--- src/rtl/ldpc_mem_pkg.sv ---
`default_nettype none
// ============================================================================
// Package     : ldpc_mem_pkg
// Description : Shared types and helpers for the LDPC decoder memory
//               subsystem.
//               - arb_state_t   : ext_ram_arbiter FSM state encoding
//               - onehot_to_idx : converts a one-hot vector (up to MAX_REQ
//                                 bits) to a binary index
//               - RD_LATENCY    : read-return latency of the arbiter, in cycles
// Revision    : 1.0 - initial release
// ============================================================================
package ldpc_mem_pkg;

  typedef enum logic [0:0] {
    ARB    = 1'b0,
    LOCKED = 1'b1
  } arb_state_t;

  // Cycles from a read grant to the rd_valid/rd_data return
  localparam int RD_LATENCY = 1;

  // Largest supported requester count and the matching index width
  localparam int MAX_REQ = 8;
  localparam int IDX_W   = 3;

  // A zero vector maps to index 0. Callers check validity separately.
  function automatic logic [IDX_W-1:0] onehot_to_idx(input logic [MAX_REQ-1:0] oh);
    logic [IDX_W-1:0] idx;
    idx = '0;
    for (int i = 0; i < MAX_REQ; i++) begin
      if (oh[i]) begin
        idx = idx | IDX_W'(i);
      end
    end
    return idx;
  endfunction

endpackage
`default_nettype wire

--- src/rtl/rr_priority_pick.sv ---
`default_nettype none
// ============================================================================
// Module      : rr_priority_pick
// Description : Combinational round-robin picker. It grants the first
//               asserted request found by searching upward from ptr_i and
//               wrapping modulo NUM_REQ.
// Ports       : req_i   - request vector
//               ptr_i   - search start index (0..NUM_REQ-1)
//               gnt_o   - one-hot grant (zero when no request)
//               idx_o   - binary index of the granted requester
//               valid_o - at least one request was granted
// Revision    : 1.0 - initial release
// ============================================================================
module rr_priority_pick
  import ldpc_mem_pkg::*;
#(
  parameter int NUM_REQ = 3
) (
  input  logic [NUM_REQ-1:0] req_i,
  input  logic [IDX_W-1:0]   ptr_i,
  output logic [NUM_REQ-1:0] gnt_o,
  output logic [IDX_W-1:0]   idx_o,
  output logic               valid_o
);

  int                 cand_int;
  logic [IDX_W-1:0]   cand;
  logic [NUM_REQ-1:0] cand_mask;

  always_comb begin
    gnt_o     = '0;
    valid_o   = 1'b0;
    cand_int  = 0;
    cand      = '0;
    cand_mask = '0;
    for (int k = 0; k < NUM_REQ; k++) begin
      cand_int  = (int'(ptr_i) + k) % NUM_REQ;
      cand      = cand_int[IDX_W-1:0];
      cand_mask = NUM_REQ'(1) << cand;
      if (!valid_o && |(req_i & cand_mask)) begin
        gnt_o   = cand_mask;
        valid_o = 1'b1;
      end
    end
    idx_o = onehot_to_idx(MAX_REQ'(gnt_o));
  end

endmodule
`default_nettype wire

--- src/rtl/ext_ram_arbiter.sv ---
`default_nettype none
// ============================================================================
// Module      : ext_ram_arbiter
// Description : Shares the single-port EXT_RAM (synchronous write,
//               combinational read) between NUM_REQ requesters. It grants
//               one access per cycle in round-robin order and returns
//               registered read data with a one-hot rd_valid one cycle after
//               the grant.
// Config      : `EXT_RAM_ARB_LOCK_EN - when defined, a requester that holds
//               req_lock keeps ownership (LOCKED state) for up to MAX_LOCK
//               consecutive grants. When undefined, req_lock is ignored.
// Ports       : clk, rst          - clock, synchronous active-high reset
//               req_i/req_we_i    - per-requester request / write select
//               req_lock_i        - keep ownership after this grant
//               req_addr_i        - packed addresses, slice i = requester i
//               req_wdata_i       - packed write data
//               gnt_o             - combinational one-hot grant
//               rd_valid_o        - one-hot read return marker
//               rd_data_o         - registered read data (broadcast)
//               ram_*_o           - drive to EXT_RAM ports
//               ram_data_out_i    - EXT_RAM data_out
// Revision    : 1.0 - initial release
// ============================================================================
module ext_ram_arbiter
  import ldpc_mem_pkg::*;
#(
  parameter int DATA_WIDTH = 8,
  parameter int ADDR_WIDTH = 8,
  parameter int NUM_REQ    = 3,
  parameter int MAX_LOCK   = 16
) (
  input  logic                          clk,
  input  logic                          rst,
  input  logic [NUM_REQ-1:0]            req_i,
  input  logic [NUM_REQ-1:0]            req_we_i,
  input  logic [NUM_REQ-1:0]            req_lock_i,
  input  logic [NUM_REQ*ADDR_WIDTH-1:0] req_addr_i,
  input  logic [NUM_REQ*DATA_WIDTH-1:0] req_wdata_i,
  output logic [NUM_REQ-1:0]            gnt_o,
  output logic [NUM_REQ-1:0]            rd_valid_o,
  output logic [DATA_WIDTH-1:0]         rd_data_o,
  output logic [ADDR_WIDTH-1:0]         ram_address_o,
  output logic [DATA_WIDTH-1:0]         ram_data_in_o,
  output logic                          ram_write_en_o,
  output logic                          ram_chip_sel_o,
  input  logic [DATA_WIDTH-1:0]         ram_data_out_i
);

  function automatic logic [IDX_W-1:0] next_idx(input logic [IDX_W-1:0] i);
    return (i == IDX_W'(NUM_REQ - 1)) ? '0 : i + 1'b1;
  endfunction

  logic [IDX_W-1:0]      rr_ptr_q, rr_ptr_d;
  logic [NUM_REQ-1:0]    rd_valid_q, rd_valid_d;
  logic [DATA_WIDTH-1:0] rd_data_q;

  logic [NUM_REQ-1:0]    pick_gnt;
  logic [IDX_W-1:0]      pick_idx;
  logic                  pick_valid;
  logic [NUM_REQ-1:0]    gnt;

  rr_priority_pick #(
    .NUM_REQ (NUM_REQ)
  ) u_pick (
    .req_i   (req_i),
    .ptr_i   (rr_ptr_q),
    .gnt_o   (pick_gnt),
    .idx_o   (pick_idx),
    .valid_o (pick_valid)
  );

`ifdef EXT_RAM_ARB_LOCK_EN
  localparam int CNT_W = $clog2(MAX_LOCK + 1);

  arb_state_t         state_q, state_d;
  logic [IDX_W-1:0]   owner_q, owner_d;
  logic [CNT_W-1:0]   lock_cnt_q, lock_cnt_d;
  logic [NUM_REQ-1:0] owner_mask;
  logic               owner_req;
  logic               owner_lock;
  logic               pick_lock;
  logic               arb_mode;

  assign owner_mask = NUM_REQ'(1) << owner_q;
  assign owner_req  = |(req_i & owner_mask);
  assign owner_lock = |(req_lock_i & owner_mask);
  assign pick_lock  = |(req_lock_i & pick_gnt);

  always_comb begin
    gnt        = '0;
    rr_ptr_d   = rr_ptr_q;
    state_d    = state_q;
    owner_d    = owner_q;
    lock_cnt_d = lock_cnt_q;
    // An owner that has dropped both req and req_lock gives up the RAM in
    // the same cycle, so the others can be arbitrated without a bubble.
    arb_mode   = (state_q == ARB) || (!owner_req && !owner_lock);

    if (arb_mode) begin
      state_d    = ARB;
      lock_cnt_d = '0;
      gnt        = pick_gnt;
      if (pick_valid) begin
        rr_ptr_d = next_idx(pick_idx);
        // With MAX_LOCK <= 1 the first grant already exhausts the budget.
        if (pick_lock && (MAX_LOCK > 1)) begin
          state_d    = LOCKED;
          owner_d    = pick_idx;
          lock_cnt_d = CNT_W'(1);
        end
      end
    end else begin
      // Owner holds the lock: only it may be granted, others wait.
      rr_ptr_d = next_idx(owner_q);
      if (owner_req) begin
        gnt        = owner_mask;
        lock_cnt_d = lock_cnt_q + CNT_W'(1);
        if (!owner_lock || (lock_cnt_q + CNT_W'(1) == CNT_W'(MAX_LOCK))) begin
          state_d    = ARB;
          lock_cnt_d = '0;
        end
      end
    end

    if (rst) begin
      gnt = '0;
    end
  end

  always_ff @(posedge clk) begin
    if (rst) begin
      state_q    <= ARB;
      owner_q    <= '0;
      lock_cnt_q <= '0;
    end else begin
      state_q    <= state_d;
      owner_q    <= owner_d;
      lock_cnt_q <= lock_cnt_d;
    end
  end
`else
  // Lock requests have no effect in this build.
  logic unused_lock;
  assign unused_lock = ^req_lock_i;

  always_comb begin
    gnt      = pick_gnt;
    rr_ptr_d = rr_ptr_q;
    if (pick_valid) begin
      rr_ptr_d = next_idx(pick_idx);
    end
    if (rst) begin
      gnt = '0;
    end
  end
`endif

  // RAM drive: AND-OR mux of the granted requester; all zero with no grant.
  always_comb begin
    ram_address_o  = '0;
    ram_data_in_o  = '0;
    ram_chip_sel_o = |gnt;
    ram_write_en_o = |(gnt & req_we_i);
    for (int i = 0; i < NUM_REQ; i++) begin
      if (gnt[i]) begin
        ram_address_o = ram_address_o | req_addr_i[i*ADDR_WIDTH +: ADDR_WIDTH];
        ram_data_in_o = ram_data_in_o | req_wdata_i[i*DATA_WIDTH +: DATA_WIDTH];
      end
    end
  end

  assign rd_valid_d = gnt & ~req_we_i;

  always_ff @(posedge clk) begin
    if (rst) begin
      rr_ptr_q   <= '0;
      rd_valid_q <= '0;
      rd_data_q  <= '0;
    end else begin
      rr_ptr_q   <= rr_ptr_d;
      rd_valid_q <= rd_valid_d;
      // Hold the last returned word between reads.
      if (|rd_valid_d) begin
        rd_data_q <= ram_data_out_i;
      end
    end
  end

  assign gnt_o      = gnt;
  assign rd_valid_o = rd_valid_q;
  assign rd_data_o  = rd_data_q;

endmodule
`default_nettype wire

--- config.mk ---
export PLATFORM = sky130hd
export DESIGN_NAME = ext_ram_arbiter
export DESIGN_NICKNAME = d
export VERILOG_FILES = /design/src/rtl/ldpc_mem_pkg.sv /design/src/rtl/rr_priority_pick.sv /design/src/rtl/ext_ram_arbiter.sv
export SDC_FILE = /design/constraint.sdc
export NUM_CORES = 1
export LEC_CHECK = 0
export BUFFER_PORTS_ARGS = -buffer_cell sky130_fd_sc_hd__buf_4
export CAP_MARGIN = 15
export CORE_ASPECT_RATIO = 0.75
export CORE_MARGIN = 5
export CORE_UTILIZATION = 30
export CTS_CLUSTER_SIZE = 30
export DETAILED_ROUTE_END_ITERATION = 8
export SLEW_MARGIN = 20
export SYNTH_ARGS = -nofsm -noshare
export SYNTH_HDL_FRONTEND = slang
export SYNTH_HIERARCHICAL = 1
export SYNTH_SLANG_ARGS = --single-unit
--- constraint.sdc ---
create_clock -name clk -period 4.5 [get_ports clk]
set_input_delay 0.45 -clock clk [delete_from_list [all_inputs] [get_ports clk]]
set_output_delay 0.45 -clock clk [all_outputs]
set_load 0.02 [all_outputs]
==> impl_metrics.tcl, run 1 <==
set metrics [dict create \
    status "complete, no violations" \
    cts-root-buf "clkbuf_8" \
    fill_cells 536 \
    synth_area_um2 1790 \
    die_w_um 99.1 \
    cpPeakStageDelay_ps 360 \
    placed_cell_area_um2 2780 \
    grt_overflow_total 0 \
    post-synth-top-area-cell "dfxtp_1" \
    insertion_delay_ps 240 \
    critPathRequiredTime_ps 4050 \
    clkSinkCount 14 \
    clkTransAtPathRegs_ps 60 \
    fin_crit_ps 4440 \
    postSynthCellCount 240 \
    finalSetupViolCount 0 \
    crit_top_cell "ha_4" \
    synth_ff_type "dfxtp_1" \
    coreArea_um2 5800 \
    avgSynthCellArea_um2 7.45 \
    drive_above_1_share 0.501 \
    stdcell_area_um2 3210 \
    wire_per_inst_um 13.2 \
    crit_cells 22 \
    skew_ps 2.74 \
    synth_area_leaders "dfxtp_1 16%, ha_1 11%, nand2_1 9.2%" \
    multiInputGateArea_um2 1620 \
    vias 2109 \
    utilization 0.554 \
    yosysSeqAreaShare 0.157 \
    rr_worst_depth 21 \
    crit_arrival_ps 3990 \
    timing_hold_violations_final 0 \
    num_rows 24 \
    wl_met1_um 2550 \
    start_kind "flop" \
    synthDistinctLibCells 52 \
    start_util 0.309 \
    cap_violations 0 \
    regArea_um2 289 \
    ys_seq_elements 14 \
    synthTopCellsByCount "44 x nand2_1, 22 x nand2b_1, 18 x a22oi_1" \
    cp_max_fo 11 \
    drtIter0Drc 51 \
    dr_wl_met2_um 2880 \
    synthMostInstantiatedCell "nand2_1" \
    hold_depth 3 \
    cts_made_buffers 3 \
    period_share 0.987 \
    synth.top_cell.area_share 0.157 \
    grt_pass1_vias 1999 \
    async_flop_share 0 \
    cp_top_family "compound AO/OA/AOI/OAI gates" \
    num_antenna_cells 0 \
    grt_pass1_wl_um 8910 \
    yosys_warnings 6 \
    worstHoldStart "ram_data_out_i[3]" \
    gp_congestion 0.757 \
    drt_drc_violations_left 0 \
    ioPinCount 99 \
    path_cells "ha_4 > xnor2_4 > nor2_4 > ha_4 > ha_4 > and2_4 > a2111oi_4 > ha_2 > nor2_1 > nand2_1 > o22ai_4 > a21boi_1 > buf_4 > o21a_1 > o21a_1 > o21ai_1 > o21ai_2 > nor2b_4 > buf_12 > a22oi_1 > nand2_1 > buf_6" \
    synth-edff-count 0 \
    gr-usage-all-layers 0.136 \
    regToRegStartpoint "rr_ptr_q[0]$_SDFFE_PP0P_" \
    crit_slowest_cell "dfxtp_4" \
    cp-end-kind "output pin" \
    cts_tree "done" \
    hold_path.class "in2reg" \
    cts_htree_levels 1 \
    critPathBufInv 3 \
    startpoint "rr_ptr_q[0]$_SDFFE_PP0P_" \
    syn_nets 323 \
    grt_max_degree 23 \
    crit_type "reg2out" \
    antenna_found_initial 0 \
    die-area_um2 7620 \
    max_freq_mhz 225 \
    met3_length_um 284 \
    drv_slew 0 \
    rsz0062_at_grt "true" \
    ant_nets 0 \
    cts_buffer_depth 2 \
    areaGrowthSynthToFinish_pct 79.5 \
    highest_layer "met4" \
    vias_per_cell 4.80 \
    layout.nets 445 \
    die_h_um 76.9 \
    dp_hpwl_um 4420 \
    port_buffers 95 \
    dr.pass1.iters 4 \
    wl_um 5770 \
]
-- registers in the layout, summed over array words and instances (netlist names) --
name / count
rd_data_o: 8
rd_valid_o: 3
rr_ptr_q: 3
-- cells in the final DEF (no fill, tap or decap), types with 2 or more instances in the layout --
cell type / instances
nor2b_4: 3
nand2_1: 43
nor2_1: 9
buf_12: 3
a21oi_1: 8
ha_4: 3
a22oi_2: 12
nand3_1: 4
mux2i_1: 9
ha_1: 12
a211oi_1: 2
dfxtp_4: 2
xnor2_1: 5
a21o_1: 2
nor3_1: 3
dfxtp_1: 11
o21ai_2: 2
a21boi_1: 2
nand2b_1: 22
inv_1: 11
o21ai_1: 2
and2_1: 2
o21a_1: 2
or4b_4: 2
buf_6: 21
buf_4: 106
nand3b_1: 5
clkbuf_8: 4
o21ai_0: 2
a22oi_1: 6
xor2_1: 2
a31oi_1: 3
and2_4: 2
-- stage by stage --
step / setup WS, ps / setup TNS (ps) / instances / hold slack, ps
after floorplan: 15.1 / 0 / 240 / 511
after global placement: -28.3 / -215 / 427 / 462
after detailed placement: -65.6 / -832 / 427 / 469
after CTS: -3.77 / -8.33 / 435 / 461
after global routing: -125 / -1940 / 439 / 480
final: 59.8 / 0 / 439 / 468
-- per-layer routing --
metal | vias up | track usage
met5 | - | 0
met4 | 0 | 0.0286
met2 | 49 | 0.231
met3 | 6 | 0.0227
met1 | 971 | 0.180
li1 | 1083 | -
-- repair_timing --
action	4_1_cts	5_1_grt
pin swaps	6	20
endpoints found under the setup margin	21	21
hold buffers	0	0
setup buffers	4	5
resized for setup	21	48
-- worst paths after layout --
check / to / slack [ps]
setup / recovery: ram_address_o[3] / 60
hold / removal: rd_data_o[3]$_SDFFE_PP0P_ / 470
setup reg to reg: rd_data_o[5]$_SDFFE_PP0P_ / 470
hold reg to reg: rd_data_o[7]$_SDFFE_PP0P_ / 470
-- kinds of logic after synthesis --
| group | after synthesis | share of synthesized area |
|---|---|---|
| AO/OA/AOI/OAI | 58 | 0.246 |
| XOR/XNOR | 9 | 0.0483 |
| adder cells (fa/ha/maj) | 16 | 0.112 |
| buffers and inverters | 25 | 0.0644 |
| flip-flops | 14 | 0.157 |
| multiplexers | 9 | 0.0504 |
| other | 1 | 0.00210 |
| AND/OR/NAND/NOR | 108 | 0.321 |
-- worst register-to-register path, cell delays in order, from the launching register on --
cell and delay, ps:
dfxtp_4 360, ha_4 180, xnor2_4 210, nor2_4 70
ha_4 170, ha_4 170, and2_4 150, a2111oi_4 340
ha_2 260, nor2_1 50, nand2_1 90, o22ai_4 90
and3_4 190, o21a_1 200, o21a_1 210, o21ai_1 170
o21ai_2 100, buf_4 130, buf_4 130, a222oi_1 240
buf_4 250, mux2i_1 190
-- area by class of cell --
cell class	instances	area share
Multi-Input combinational cell	201	0.504
Timing Repair Buffer	131	0.345
Sequential cell	14	0.0901
Tap cell	78	0.0304
Clock buffer	4	0.0172
Inverter	11	0.0129
Power of run 1 is not shown: default switching activity piles up to over one toggle a cycle in this logic, so the estimate is an artifact.
==> inputs of run 2 (changes only) <==
--- a/config.mk
+++ b/config.mk
@@ -8,11 +8,11 @@
 export BUFFER_PORTS_ARGS = -buffer_cell sky130_fd_sc_hd__buf_4
 export CAP_MARGIN = 15
 export CORE_ASPECT_RATIO = 0.75
-export CORE_MARGIN = 5
+export CORE_MARGIN = 4
 export CORE_UTILIZATION = 30
 export CTS_CLUSTER_SIZE = 30
 export DETAILED_ROUTE_END_ITERATION = 8
-export SLEW_MARGIN = 20
+export REMOVE_ABC_BUFFERS = 1
 export SYNTH_ARGS = -nofsm -noshare
 export SYNTH_HDL_FRONTEND = slang
 export SYNTH_HIERARCHICAL = 1
==> run 2 against run 1 <==
Via count rose by 1.2%. Non-clock buffer count rose by 7. Global-route usage grew 0.34 points. Die area fell by 4.6%. Critical endpoint is now ram_chip_sel_o. Core utilization is 0.47 points higher. Worst hold slack improved by 4.4 ps. Worst setup slack improved by 74 ps. First-iteration DRC count up 22%. Critical path depth fell by 3. Highest routed layer unchanged.
==> impl_metrics.tcl, run 2 (synthesis gave the netlist of run 1 again) <==
set metrics [dict create \
    insertion_delay_ps 240 \
    cap_violations 0 \
    critPathRequiredTime_ps 4050 \
    antenna_found_initial 0 \
    cpPeakStageDelay_ps 360 \
    timing_hold_violations_final 0 \
    cts-root-buf "clkbuf_8" \
    layout.nets 452 \
    final_cells 446 \
    num_antenna_cells 0 \
    clkTransAtPathRegs_ps 60 \
    grt_overflow_total 0 \
    layout_commonest_cell "buf_4" \
    status "complete, no violations" \
    utilization 0.559 \
    port_buffers 95 \
    gp_congestion 0.757 \
    dp.cells 431 \
    period_share 0.970 \
    final_cell_mix "115 x buf_4, 39 x nand2_1, 22 x nand2b_1, 22 x buf_6" \
    vias_per_cell 4.78 \
    crit_arrival_ps 3920 \
    hold_path.class "in2reg" \
    worstHoldStart "ram_data_out_i[3]" \
    cts_made_buffers 3 \
    drtIter0Drc 62 \
    die_w_um 97.1 \
    min_to "rd_data_o[3]$_SDFFE_PP0P_" \
    drt_drc_violations_left 0 \
    num_rows 24 \
    rr_endpoint "rd_data_o[5]$_SDFFE_PP0P_" \
    placed_cell_area_um2 2770 \
    coreArea_um2 5800 \
    vias 2134 \
    cts_htree_levels 1 \
    crit_slowest_cell "dfxtp_4" \
    path_cells "ha_4 > xnor2_4 > nor2_2 > ha_2 > ha_4 > and2_4 > a2111oi_4 > ha_2 > buf_4 > o22ai_4 > and3_4 > o21a_4 > o21a_1 > nand3_1 > o211ai_1 > nor2b_4 > buf_2 > or3_1 > buf_6" \
    largest_reg_flops 8 \
    cp-end-kind "output pin" \
    start_util 0.309 \
    stdcell_area_um2 3240 \
    rsz0062_at_grt "true" \
    regToRegStartpoint "rr_ptr_q[1]$_SDFFE_PP0P_" \
    dr.pass1.iters 4 \
    rr_worst_depth 20 \
    grt_pass1_wl_um 8600 \
    areaGrowthSynthToFinish_pct 81.0 \
    dp_hpwl_um 4450 \
    grt_max_degree 23 \
    crit_type "reg2out" \
    start_kind "flop" \
    ioPinCount 99 \
    regToRegSetupSlack_ps 460 \
    die_h_um 74.9 \
    wl_um 5730 \
    wire_per_inst_um 12.8 \
    ant_nets 0 \
    die-area_um2 7270 \
    grt_pass1_vias 1959 \
    clkSinkCount 14 \
    fin_crit_ps 4370 \
    cts_tree "done" \
    cp_max_fo 5 \
    hold_depth 3 \
    cts_buffer_depth 2 \
    finalSetupViolCount 0 \
    drive_above_1_share 0.530 \
    skew_ps 1.64 \
    max_freq_mhz 229 \
    gr-usage-all-layers 0.139 \
    drv_slew 0 \
]
## run 2: cell types whose count changed in the layout (fill, tap and decap cells not counted), moves of 3 or more
cell / delta
buf_4: +9
a22oi_1: +5
a22oi_2: -5
nand2_1: -4
nand2_2: +4
buf_12: -3
ha_1: -3
ha_2: +3
## run 2: worst max path at each step
stage,startpoint,endpoint,slack [ps]
after floorplan,rr_ptr_q[2]$_SDFFE_PP0P_,ram_address_o[0],-860
after global placement,rr_ptr_q[0]$_SDFFE_PP0P_,ram_data_in_o[7],-60
after detailed placement,rr_ptr_q[0]$_SDFFE_PP0P_,ram_data_in_o[2],-60
after CTS,rr_ptr_q[0]$_SDFFE_PP0P_,ram_data_in_o[6],1
after global routing,rr_ptr_q[0]$_SDFFE_PP0P_,ram_address_o[6],-100
final,rr_ptr_q[1]$_SDFFE_PP0P_,ram_chip_sel_o,130
## run 2: per-layer routing
layer | GRT usage | part of all wire
met3 | 0.0370 | 0.066
met1 | 0.173 | 0.42
met4 | 0.0140 | 0.0065
met2 | 0.255 | 0.50
met5 | 0 | 0
## run 2: final cells by class
class                           count  area, µm²
Inverter                           11       41.3
Timing Repair Buffer              138       1120
Fill cell                         534       2560
Multi-Input combinational cell    201       1640
Clock buffer                        4       55.1
Sequential cell                    14        289
Tap cell                           78       97.6
## run 2: timing repair
action,CTS,global route
buffers inserted,5,5
setup endpoints to repair,21,21
resized for setup,23,56
pin swaps,10,27
hold buffers,0,0
gates cloned,0,2
## run 2: stage by stage
step                setup WS [ps]  hold slack (ps)  TNS, ps
floorplan                    -858              519   -19350
global placement            -60.8              463     -602
detailed placement          -56.9              472     -519
CTS                          1.23              470        0
global route                -95.5              466    -1140
finish                        134              473        0
## run 2: worst max-delay path: cells and delay by family, from the launching register on
kind                     cells  cell delay (ps)
adder cells (fa/ha/maj)      4              820
AND/OR/NAND/NOR              6              990
AO/OA/AOI/OAI                5              910
buffers and inverters        3              430
XOR/XNOR                     1              170
flip-flops                   1              360
Power of run 2 is left out for the same reason.
==> inputs of run 3 (changes only) <==
==> constraint.sdc (replaced) <==
create_clock -name clk -period 3.95 [get_ports clk]
set_input_delay 0.395 -clock clk [delete_from_list [all_inputs] [get_ports clk]]
set_output_delay 0.395 -clock clk [all_outputs]
set_load 0.02 [all_outputs]
==> run 3 against run 2 <==
The run now ends with negative setup slack left. Via count is 1.3% higher. Clock skew hardly changed. Global-route usage is 0.89 points higher. Core utilization is 1.1 points higher. Sequential cell count stayed put. Non-clock buffer count is 7 higher. Design area is 2.0% higher. Cell count is 1.6% higher. Critical path depth is 1 higher. Routed wire length is 2.2% higher. Worst hold slack worse by 60 ps. Highest routed layer unchanged. Critical path type unchanged.
==> impl_metrics.tcl, run 3 (synthesis gave the netlist of run 1 again) <==
set metrics [dict create \
    period_share 1.10 \
    grt_pass1_wl_um 9050 \
    cts_made_buffers 3 \
    fin_crit_ps 4340 \
    largest_reg_flops 8 \
    crit_type "reg2out" \
    regArea_um2 288 \
    hold_path.class "in2reg" \
    rr_worst_depth 20 \
    vias_per_cell 4.77 \
    die_w_um 97.1 \
    critPathRequiredTime_ps 3560 \
    rr_endpoint "rd_data_o[2]$_SDFFE_PP0P_" \
    status "finished with violations" \
    antenna_found_initial 0 \
    cp-end-kind "output pin" \
    ioPinCount 99 \
    timing_hold_violations_final 0 \
    die_h_um 74.9 \
    critPathBufInv 2 \
    insertion_delay_ps 240 \
    port_buffers 95 \
    regToRegStartpoint "rr_ptr_q[0]$_SDFFE_PP0P_" \
    cap_violations 0 \
    num_rows 24 \
    ant_nets 0 \
    cp_top_family "compound AO/OA/AOI/OAI gates" \
    drtIter0Drc 49 \
    rsz0062_at_grt "true" \
    num_antenna_cells 0 \
    skew_ps 1.24 \
    coreArea_um2 5800 \
    stdcell_area_um2 3300 \
    cts_tree "done" \
    max_freq_mhz 231 \
    grt_pass1_vias 2009 \
    finalWorstSetupSlack_ps -386 \
    fill_cells 523 \
    cts_buffer_depth 2 \
    cp_max_fo 7 \
    gr-usage-all-layers 0.148 \
    vias 2161 \
    startpoint "rr_ptr_q[0]$_SDFFE_PP0P_" \
    regToRegSetupSlack_ps 20 \
    grt_max_degree 23 \
    drive_above_1_share 0.517 \
    grt_overflow_total 0 \
    drt_drc_violations_left 0 \
    clkTransAtPathRegs_ps 60 \
    finalSetupViolCount 21 \
    areaGrowthSynthToFinish_pct 84.7 \
    wire_per_inst_um 12.9 \
    start_util 0.309 \
    drv_slew 0 \
    path_cells "ha_4 > xnor2_4 > nor2_4 > ha_4 > ha_4 > and2_4 > a2111oi_4 > ha_2 > nor2_1 > nand2_1 > o22ai_4 > and3_4 > o21a_1 > o21a_1 > o21ai_1 > o21ai_1 > nor2b_4 > buf_6 > or3_1 > buf_6" \
    clkSinkCount 14 \
    dr.pass1.iters 4 \
    violations "negative setup slack" \
    wl_um 5860 \
    gp_congestion 0.811 \
    cts-root-buf "clkbuf_8" \
    die-area_um2 7270 \
    dp_hpwl_um 4500 \
    crit_slowest_cell "dfxtp_4" \
    crit_arrival_ps 3940 \
    cts_hold_buffers 0 \
    placed_cell_area_um2 2820 \
    cpPeakStageDelay_ps 360 \
    cts_htree_levels 1 \
    layout.nets 459 \
    crit_top_cell "ha_4" \
    worstSetupEndpoint "ram_chip_sel_o" \
    crit_cells 20 \
    start_kind "flop" \
    multiInputGateArea_um2 1620 \
    final_cell_mix "117 x buf_4, 43 x nand2_1, 27 x buf_6, 22 x nand2b_1, 12 x dfxtp_1" \
    layout_commonest_cell "buf_4" \
]
## run 3: metal layers
metal | routed length, µm | vias to the layer above | GRT usage
met5 | 0 | - | 0
met4 | 53 | 0 | 0.0234
met3 | 424 | 6 | 0.0481
met2 | 2790 | 70 | 0.253
met1 | 2580 | 970 | 0.190
li1 | - | 1115 | -
## run 3: final cells by class
| cell class | count | share of cell area |
|---|---|---|
| Timing Repair Buffer | 145 | 0.364 |
| Sequential cell | 14 | 0.0872 |
| Multi-Input combinational cell | 201 | 0.490 |
| Inverter | 11 | 0.0125 |
| Clock buffer | 4 | 0.0167 |
| Tap cell | 78 | 0.0296 |
## run 3: worst reg2reg max path, delay by kind of cell (launching register included)
kind,cells,cell delay [ps]
compound gates,6,1270
flops,1,360
fa+ha+maj,4,800
buf+inv,2,420
simple gates,6,610
xor+xnor,1,200
mux,1,200
## run 3: metrics by stage
stage / setup TNS [ps] / hold WS [ps] / cells / util / worst slack (ps)
3_3_place_gp: -9470 / 465 / 436 / 0.486 / -425
4_1_cts: -6440 / 412 / 448 / 0.555 / -345
3_5_place_dp: -12210 / 470 / 436 / 0.486 / -505
5_1_grt: -12730 / 414 / 453 / 0.570 / -568
2_1_floorplan: -35870 / 464 / 226 / - / -1350
6_report: -7080 / 413 / 453 / 0.570 / -386
## run 3: timing repair
item,CTS,global route
setup endpoints to repair,31,30
pin swaps,21,24
buffers inserted,8,5
gates resized for setup,65,10
## run 3: worst min-delay path by stage
| stage | from | endpoint | slack [ps] | depth (start not counted) |
|---|---|---|---|---|
| floorplan | rst | rr_ptr_q[0]$_SDFFE_PP0P_ | 460 | 1 |
| global placement | rd_data_o[5]$_SDFFE_PP0P_ | rd_data_o[5]$_SDFFE_PP0P_ | 470 | 2 |
| detailed placement | rd_data_o[0]$_SDFFE_PP0P_ | rd_data_o[0]$_SDFFE_PP0P_ | 470 | 2 |
| CTS | ram_data_out_i[0] | rd_data_o[0]$_SDFFE_PP0P_ | 410 | 3 |
| global route | ram_data_out_i[3] | rd_data_o[3]$_SDFFE_PP0P_ | 410 | 3 |
| finish | ram_data_out_i[3] | rd_data_o[3]$_SDFFE_PP0P_ | 410 | 3 |
Power of run 3 is left out for the same reason.
